[src/rtl/booth_ctrl.sv]
// booth_ctrl: control unit for the radix-2 Booth 8x8 signed multiplier.
// Sequences the A/Q/M datapath with Moore strobes c0..c7 and reads back the
// Booth pair {q0, q_1} in CHECK to choose between ADD, SUB and NOP.
//
// Ports:
//   clk    - system clock, rising edge
//   rst_b  - asynchronous active-low reset
//   start  - begin a multiplication (sampled only in IDLE)
//   q0     - Q[0] from the Q register
//   q_1    - Q[-1], the last bit shifted out of Q
//   c0     - clear A and Q[-1], load M
//   c1     - load Q
//   c2     - write adder result into A
//   c3     - adder mode, 1 = A - M (only high with c2)
//   c4     - arithmetic shift right of {A, Q, Q[-1]}
//   c6     - A drives output bus
//   c7     - Q drives output bus
//   busy   - high from INIT through OUTQ
//   done   - one-cycle pulse in DONE
//
// Build option: define BOOTH_CTRL_SKIP_EN to make CHECK go straight to SHIFT
// for Booth pairs 00/11, skipping the NOP cycle (variable latency).

module booth_ctrl (
    input  logic clk,
    input  logic rst_b,
    input  logic start,
    input  logic q0,
    input  logic q_1,
    output logic c0,
    output logic c1,
    output logic c2,
    output logic c3,
    output logic c4,
    output logic c6,
    output logic c7,
    output logic busy,
    output logic done
);

    localparam int unsigned CNT_W = 3;

    localparam logic [3:0] IDLE  = 4'd0;
    localparam logic [3:0] INIT  = 4'd1;
    localparam logic [3:0] LOADQ = 4'd2;
    localparam logic [3:0] CHECK = 4'd3;
    localparam logic [3:0] ADD   = 4'd4;
    localparam logic [3:0] SUB   = 4'd5;
    localparam logic [3:0] NOP   = 4'd6;
    localparam logic [3:0] SHIFT = 4'd7;
    localparam logic [3:0] OUTA  = 4'd8;
    localparam logic [3:0] OUTQ  = 4'd9;
    localparam logic [3:0] DONE  = 4'd10;

    localparam logic [CNT_W-1:0] CNT_LAST = CNT_W'(7);

    logic [3:0]       state;
    logic [3:0]       state_nxt;
    logic [CNT_W-1:0] cnt;
    logic [CNT_W-1:0] cnt_nxt;

    logic c0_nxt, c1_nxt, c2_nxt, c3_nxt, c4_nxt, c6_nxt, c7_nxt;
    logic busy_nxt, done_nxt;

    // State, counter and output registers. Outputs are loaded with the decode
    // of the next state so they line up with the state they belong to.
    always_ff @(posedge clk or negedge rst_b) begin
        if (!rst_b) begin
            state <= IDLE;
            cnt   <= '0;
            c0    <= 1'b0;
            c1    <= 1'b0;
            c2    <= 1'b0;
            c3    <= 1'b0;
            c4    <= 1'b0;
            c6    <= 1'b0;
            c7    <= 1'b0;
            busy  <= 1'b0;
            done  <= 1'b0;
        end else begin
            state <= state_nxt;
            cnt   <= cnt_nxt;
            c0    <= c0_nxt;
            c1    <= c1_nxt;
            c2    <= c2_nxt;
            c3    <= c3_nxt;
            c4    <= c4_nxt;
            c6    <= c6_nxt;
            c7    <= c7_nxt;
            busy  <= busy_nxt;
            done  <= done_nxt;
        end
    end

    // Next-state, iteration counter and Moore output decode.
    always_comb begin
        state_nxt = state;
        cnt_nxt   = cnt;
        c0_nxt    = 1'b0;
        c1_nxt    = 1'b0;
        c2_nxt    = 1'b0;
        c3_nxt    = 1'b0;
        c4_nxt    = 1'b0;
        c6_nxt    = 1'b0;
        c7_nxt    = 1'b0;
        busy_nxt  = 1'b0;
        done_nxt  = 1'b0;

        case (state)
            IDLE:  if (start) state_nxt = INIT;
            INIT: begin
                cnt_nxt   = '0;
                state_nxt = LOADQ;
            end
            LOADQ: state_nxt = CHECK;
            CHECK: begin
                case ({q0, q_1})
                    2'b10:   state_nxt = SUB;
                    2'b01:   state_nxt = ADD;
`ifdef BOOTH_CTRL_SKIP_EN
                    default: state_nxt = SHIFT;
`else
                    default: state_nxt = NOP;
`endif
                endcase
            end
            ADD:   state_nxt = SHIFT;
            SUB:   state_nxt = SHIFT;
            NOP:   state_nxt = SHIFT;
            SHIFT: begin
                if (cnt == CNT_LAST) begin
                    state_nxt = OUTA;
                end else begin
                    cnt_nxt   = cnt + CNT_W'(1);
                    state_nxt = CHECK;
                end
            end
            OUTA:    state_nxt = OUTQ;
            OUTQ:    state_nxt = DONE;
            DONE:    state_nxt = IDLE;
            default: state_nxt = IDLE;
        endcase

        // Strobes belong to the state being entered.
        case (state_nxt)
            INIT:  c0_nxt = 1'b1;
            LOADQ: c1_nxt = 1'b1;
            ADD:   c2_nxt = 1'b1;
            SUB: begin
                c2_nxt = 1'b1;
                c3_nxt = 1'b1;
            end
            SHIFT: c4_nxt = 1'b1;
            OUTA:  c6_nxt = 1'b1;
            OUTQ:  c7_nxt = 1'b1;
            DONE:  done_nxt = 1'b1;
            default: ;
        endcase

        busy_nxt = (state_nxt != IDLE) && (state_nxt != DONE);
    end

endmodule

[config.mk]
export PLATFORM = sky130hd
export DESIGN_NAME = booth_ctrl
export DESIGN_NICKNAME = d
export VERILOG_FILES = /design/src/rtl/booth_ctrl.sv
export SDC_FILE = /design/constraint.sdc
export NUM_CORES = 1
export LEC_CHECK = 0
export CORE_MARGIN = 2
export CORE_UTILIZATION = 40
export DETAILED_ROUTE_END_ITERATION = 8
export GPL_ROUTABILITY_DRIVEN = 0
export GPL_TIMING_DRIVEN = 1
export PLACE_DENSITY = 0.69
export SLEW_MARGIN = 40
export SYNTH_ARGS = -nofsm -noshare
export SYNTH_HDL_FRONTEND = slang
export SYNTH_SLANG_ARGS = --single-unit
[constraint.sdc]
create_clock -name clk -period 2.7 [get_ports clk]
set_input_delay 0.54 -clock clk [delete_from_list [all_inputs] [get_ports clk]]
set_output_delay 0.54 -clock clk [all_outputs]
set_load 0.02 [all_outputs]
==> flow_results.xml <==
<?xml version="1.0" encoding="UTF-8"?>
<metrics>
  <group name="power">
    <metric name="max-vdd-ir-drop" unit="µV">440</metric>
    <metric name="powerDensity" unit="mW/mm²">974</metric>
    <metric name="static-leakage-power" unit="nW">0.416</metric>
  </group>
  <group name="critical_path">
    <metric name="worstPathBufferInverterCount" unit="">1</metric>
    <metric name="crit_path_max_fanout" unit="">1</metric>
    <metric name="reg2reg_from" unit="">cnt[0]</metric>
    <metric name="critical_path.top_delay_family" unit="">buffers and inverters</metric>
    <metric name="critical_path.cell_chain" unit="">clkdlybuf4s50_1</metric>
    <metric name="rr_worst_depth" unit="">6</metric>
    <metric name="critical_path.reg2reg.endpoint" unit="">cnt[0]</metric>
    <metric name="crit_arrival" unit="ps">1220</metric>
    <metric name="critical_path.slowest_cell" unit="">sky130_fd_sc_hd__clkdlybuf4s50_1</metric>
    <metric name="timing.reg2reg.setup_slack" unit="ps">1120</metric>
    <metric name="timing.critical_path.slowest_cell_delay" unit="ps">590</metric>
    <metric name="data_required_time_at_the_worst_endpoint" unit="ps">2160</metric>
    <metric name="timing.setup.critical_path_class" unit="">register to output port</metric>
    <metric name="endpoint_kind" unit="">output port</metric>
    <metric name="setup.worst_path.start_class" unit="">register</metric>
  </group>
  <group name="drt">
    <metric name="first_pass_iters" unit="">4</metric>
    <metric name="remaining_drc_errors" unit="">0</metric>
    <metric name="drt-wirelength-per-cell" unit="µm">11.3</metric>
    <metric name="wirelength" unit="µm">1130</metric>
    <metric name="antenna_violating_nets_post_route" unit="">0</metric>
    <metric name="vias_per_cell" unit="">5.02</metric>
    <metric name="detail_route.iter0.violations" unit="">4</metric>
    <metric name="vias" unit="">502</metric>
  </group>
  <group name="clock_tree">
    <metric name="insertion_delay" unit="ps">280</metric>
    <metric name="clock_sink_count" unit="">16</metric>
    <metric name="path_clk_slew" unit="ps">90</metric>
    <metric name="post_cts_resize_count" unit="">0</metric>
    <metric name="post-cts-setup-buffer-count" unit="">0</metric>
    <metric name="tritoncts" unit="">yes</metric>
    <metric name="root_buffer" unit="">sky130_fd_sc_hd__clkbuf_4</metric>
    <metric name="htreeDepth" unit="">1</metric>
    <metric name="cts_buffers" unit="">3</metric>
    <metric name="cts_max_path_buffers" unit="">2</metric>
    <metric name="ctsHoldBuffers" unit="">0</metric>
  </group>
  <group name="die">
    <metric name="num_rows" unit="">15</metric>
    <metric name="die_h" unit="µm">47.4</metric>
    <metric name="coreArea" unit="mm²">0.00175</metric>
    <metric name="start_util" unit="%">43.2</metric>
    <metric name="die-area" unit="mm²">0.00225</metric>
    <metric name="ios" unit="">14</metric>
    <metric name="die_width" unit="µm">47.4</metric>
  </group>
  <group name="timing">
    <metric name="timing.final.max_slew_violations" unit="">0</metric>
    <metric name="hold_viol_final" unit="">0</metric>
    <metric name="final_critical_delay_including_setup_and_external_delays" unit="ps">1760</metric>
    <metric name="timing.final.setup_violations" unit="">0</metric>
    <metric name="timing_worst_slew_pin_value" unit="ps">673</metric>
    <metric name="finalClockSkew" unit="ps">4.66</metric>
    <metric name="period_share" unit="%">65.0</metric>
    <metric name="timing.max_slew.rel_slack" unit="%">55.0</metric>
    <metric name="setup_repair_after_global_routing_missed_its_margin" unit="">false</metric>
    <metric name="max_freq" unit="MHz">570</metric>
    <metric name="final.setup.tns" unit="ps">0</metric>
  </group>
  <group name="final_layout">
    <metric name="area_growth_from_synthesis_to_layout" unit="%">21.6</metric>
    <metric name="layout.core_utilization" unit="%">52.5</metric>
    <metric name="ant_diodes" unit="">0</metric>
    <metric name="share_of_layout_cells_above_drive_strength_1" unit="%">17.3</metric>
    <metric name="seqCellArea" unit="µm²">400</metric>
    <metric name="nets" unit="">84</metric>
    <metric name="finalInstanceArea" unit="µm²">916</metric>
    <metric name="multi_input_comb_area" unit="µm²">310</metric>
    <metric name="number_of_fill_cells_in_the_layout" unit="">166</metric>
  </group>
  <group name="logic_synthesis">
    <metric name="nets_in_the_synthesized_netlist" unit="">70</metric>
    <metric name="sequential_area_share_after_synthesis" unit="%">53.2</metric>
    <metric name="number_of_cells_produced_by_synthesis" unit="">62</metric>
    <metric name="yosys.area_share.xor_xnor" unit="%">1.16</metric>
    <metric name="synth_compound_area_share" unit="%">13.0</metric>
    <metric name="synthesis.area" unit="µm²">753</metric>
    <metric name="yosys.cell_types.count" unit="">31</metric>
    <metric name="number_of_register_bits_inferred_by_synthesis" unit="">16</metric>
    <metric name="syn_avg_cell_area" unit="µm²">12.1</metric>
    <metric name="synthMuxAreaShare" unit="%">4.32</metric>
    <metric name="synthSimpleGateAreaFrac" unit="%">17.8</metric>
    <metric name="combinational_family_with_the_most_area_after_synthesis" unit="">simple AND/OR/NAND/NOR gates</metric>
    <metric name="synth_adder_area_share" unit="%">4.98</metric>
    <metric name="ys_warn_count" unit="">0</metric>
  </group>
  <group name="hold_path">
    <metric name="min_from" unit="">cnt[1]</metric>
    <metric name="hold_path_class" unit="">register to register</metric>
    <metric name="min_to" unit="">cnt[1]</metric>
    <metric name="number_of_cells_traversed_by_the_worst_hold_path" unit="">1</metric>
  </group>
  <group name="global_routing">
    <metric name="overflow" unit="">0</metric>
    <metric name="antenna_found_initial" unit="">0</metric>
    <metric name="overall_routing_resource_usage" unit="%">13.3</metric>
    <metric name="grt_first_pass_wirelength" unit="µm">1950</metric>
    <metric name="grt_start_max_net_pins" unit="">17</metric>
    <metric name="first_global_vias" unit="">431</metric>
  </group>
  <group name="run_status">
    <metric name="run_status" unit="">finished, final reports clean</metric>
  </group>
  <group name="placement">
    <metric name="port-buffer-count" unit="">13</metric>
    <metric name="post_dp_cell_area" unit="µm²">880</metric>
    <metric name="post-dp-hpwl" unit="µm">817</metric>
  </group>
  <group name="job">
    <metric name="maxCapViolations" unit="">0</metric>
  </group>
</metrics>
## routing by layer
layer / GRT usage [%] / wire (µm)
met1: 19.4 / 547
met2: 16.5 / 489
met3: 2.31 / 53
met4: 11.7 / 42
met5: 0 / 0
## kinds of logic (layout without fill, tap and decap cells)
| kind of cell | Yosys count | after routing |
|---|---|---|
| multiplexers | 3 | 3 |
| flip-flops | 16 | 16 |
| AO/OA/AOI/OAI | 11 | 11 |
| AND/OR/NAND/NOR | 22 | 22 |
| XOR/XNOR | 1 | 1 |
| buffers and inverters | 6 | 19 |
| adder cells (fa/ha/maj) | 3 | 3 |
## synthesized netlist by cell type, drive strengths merged
| master | count | area share (%) |
|---|---|---|
| dfrtp | 16 | 53 |
| nor2 | 7 | 3.8 |
| buf | 4 | 4.7 |
| and3 | 3 | 2.5 |
| ha | 3 | 5.0 |
| nor3 | 3 | 3.3 |
| a22o | 2 | 2.3 |
| inv | 2 | 1.0 |
| mux2 | 2 | 3.0 |
| nand2 | 2 | 1.0 |
| nor2b | 2 | 1.7 |
| a211oi | 1 | 1.7 |
| a21o | 1 | 1.0 |
| a21oi | 1 | 0.66 |
| a221oi | 1 | 2.0 |
| a22oi | 1 | 1.0 |
| a31o | 1 | 1.2 |
| a41o | 1 | 1.5 |
| and2 | 1 | 0.83 |
| mux2i | 1 | 1.3 |
| nand2b | 1 | 0.83 |
| nor4 | 1 | 1.7 |
| nor4b | 1 | 1.2 |
| o21a | 1 | 1.0 |
| o21ai | 1 | 0.66 |
| or2b | 1 | 1.0 |
| xor2 | 1 | 1.2 |
## how the worst max path moves through the flow
stage / start / end / cells after the start
3_5_place_dp: q_1 / state[1] / 6
5_1_grt: c2 / c2 / 1
4_1_cts: c0 / c0 / 1
3_3_place_gp: q_1 / state[1] / 6
6_report: c0 / c0 / 1
2_1_floorplan: cnt[0] / cnt[0] / 6
## metrics by stage
step / hold slack [ps] / instances / total power, W / setup WS, ps
6_report: 511 / 100 / 0.000892 / 945
5_1_grt: 542 / 100 / 0.000963 / 897
4_1_cts: 514 / 100 / 0.000900 / 932
3_5_place_dp: 492 / 96 / 0.000747 / 785
3_3_place_gp: 490 / 96 / 0.000734 / 803
2_1_floorplan: 244 / 62 / 0.000680 / 1250
## power breakdown
group          leakage (nW)  internal, W  switching (W)
Combinational         0.193     0.000187       0.000165
Clock                0.0210    0.0000821      0.0000718
Sequential            0.202     0.000305      0.0000805
Total                 0.416     0.000574       0.000318
## sequential cells by signal, summed over array words and instances (netlist names)
| register | count |
|---|---|
| c7 | 1 |
| cnt | 3 |
| c1 | 1 |
| done | 1 |
| c2 | 1 |
| state | 4 |
| c3 | 1 |
| c6 | 1 |
| c4 | 1 |
| c0 | 1 |
| busy | 1 |
## placed cells by master (no fill, tap or decap), types with 2 or more instances in the layout
cell type	count
sky130_fd_sc_hd__nand2_1	2
sky130_fd_sc_hd__nor2b_1	2
sky130_fd_sc_hd__dfrtp_1	16
sky130_fd_sc_hd__inv_1	2
sky130_fd_sc_hd__nor2_1	6
sky130_fd_sc_hd__nor3_2	2
sky130_fd_sc_hd__clkbuf_4	3
sky130_fd_sc_hd__and3_1	3
sky130_fd_sc_hd__ha_1	3
sky130_fd_sc_hd__clkdlybuf4s50_1	13
sky130_fd_sc_hd__a22o_1	2
sky130_fd_sc_hd__mux2_2	2
## cell type report
cell class,instances,share of cell area [%]
clock buffers,4,3.96
inverters,2,0.820
multi-input cells,40,33.9
flip-flops and latches,16,43.7
well taps,25,3.42
repair buffers,13,14.2
Power figures use the tool's default switching activity.
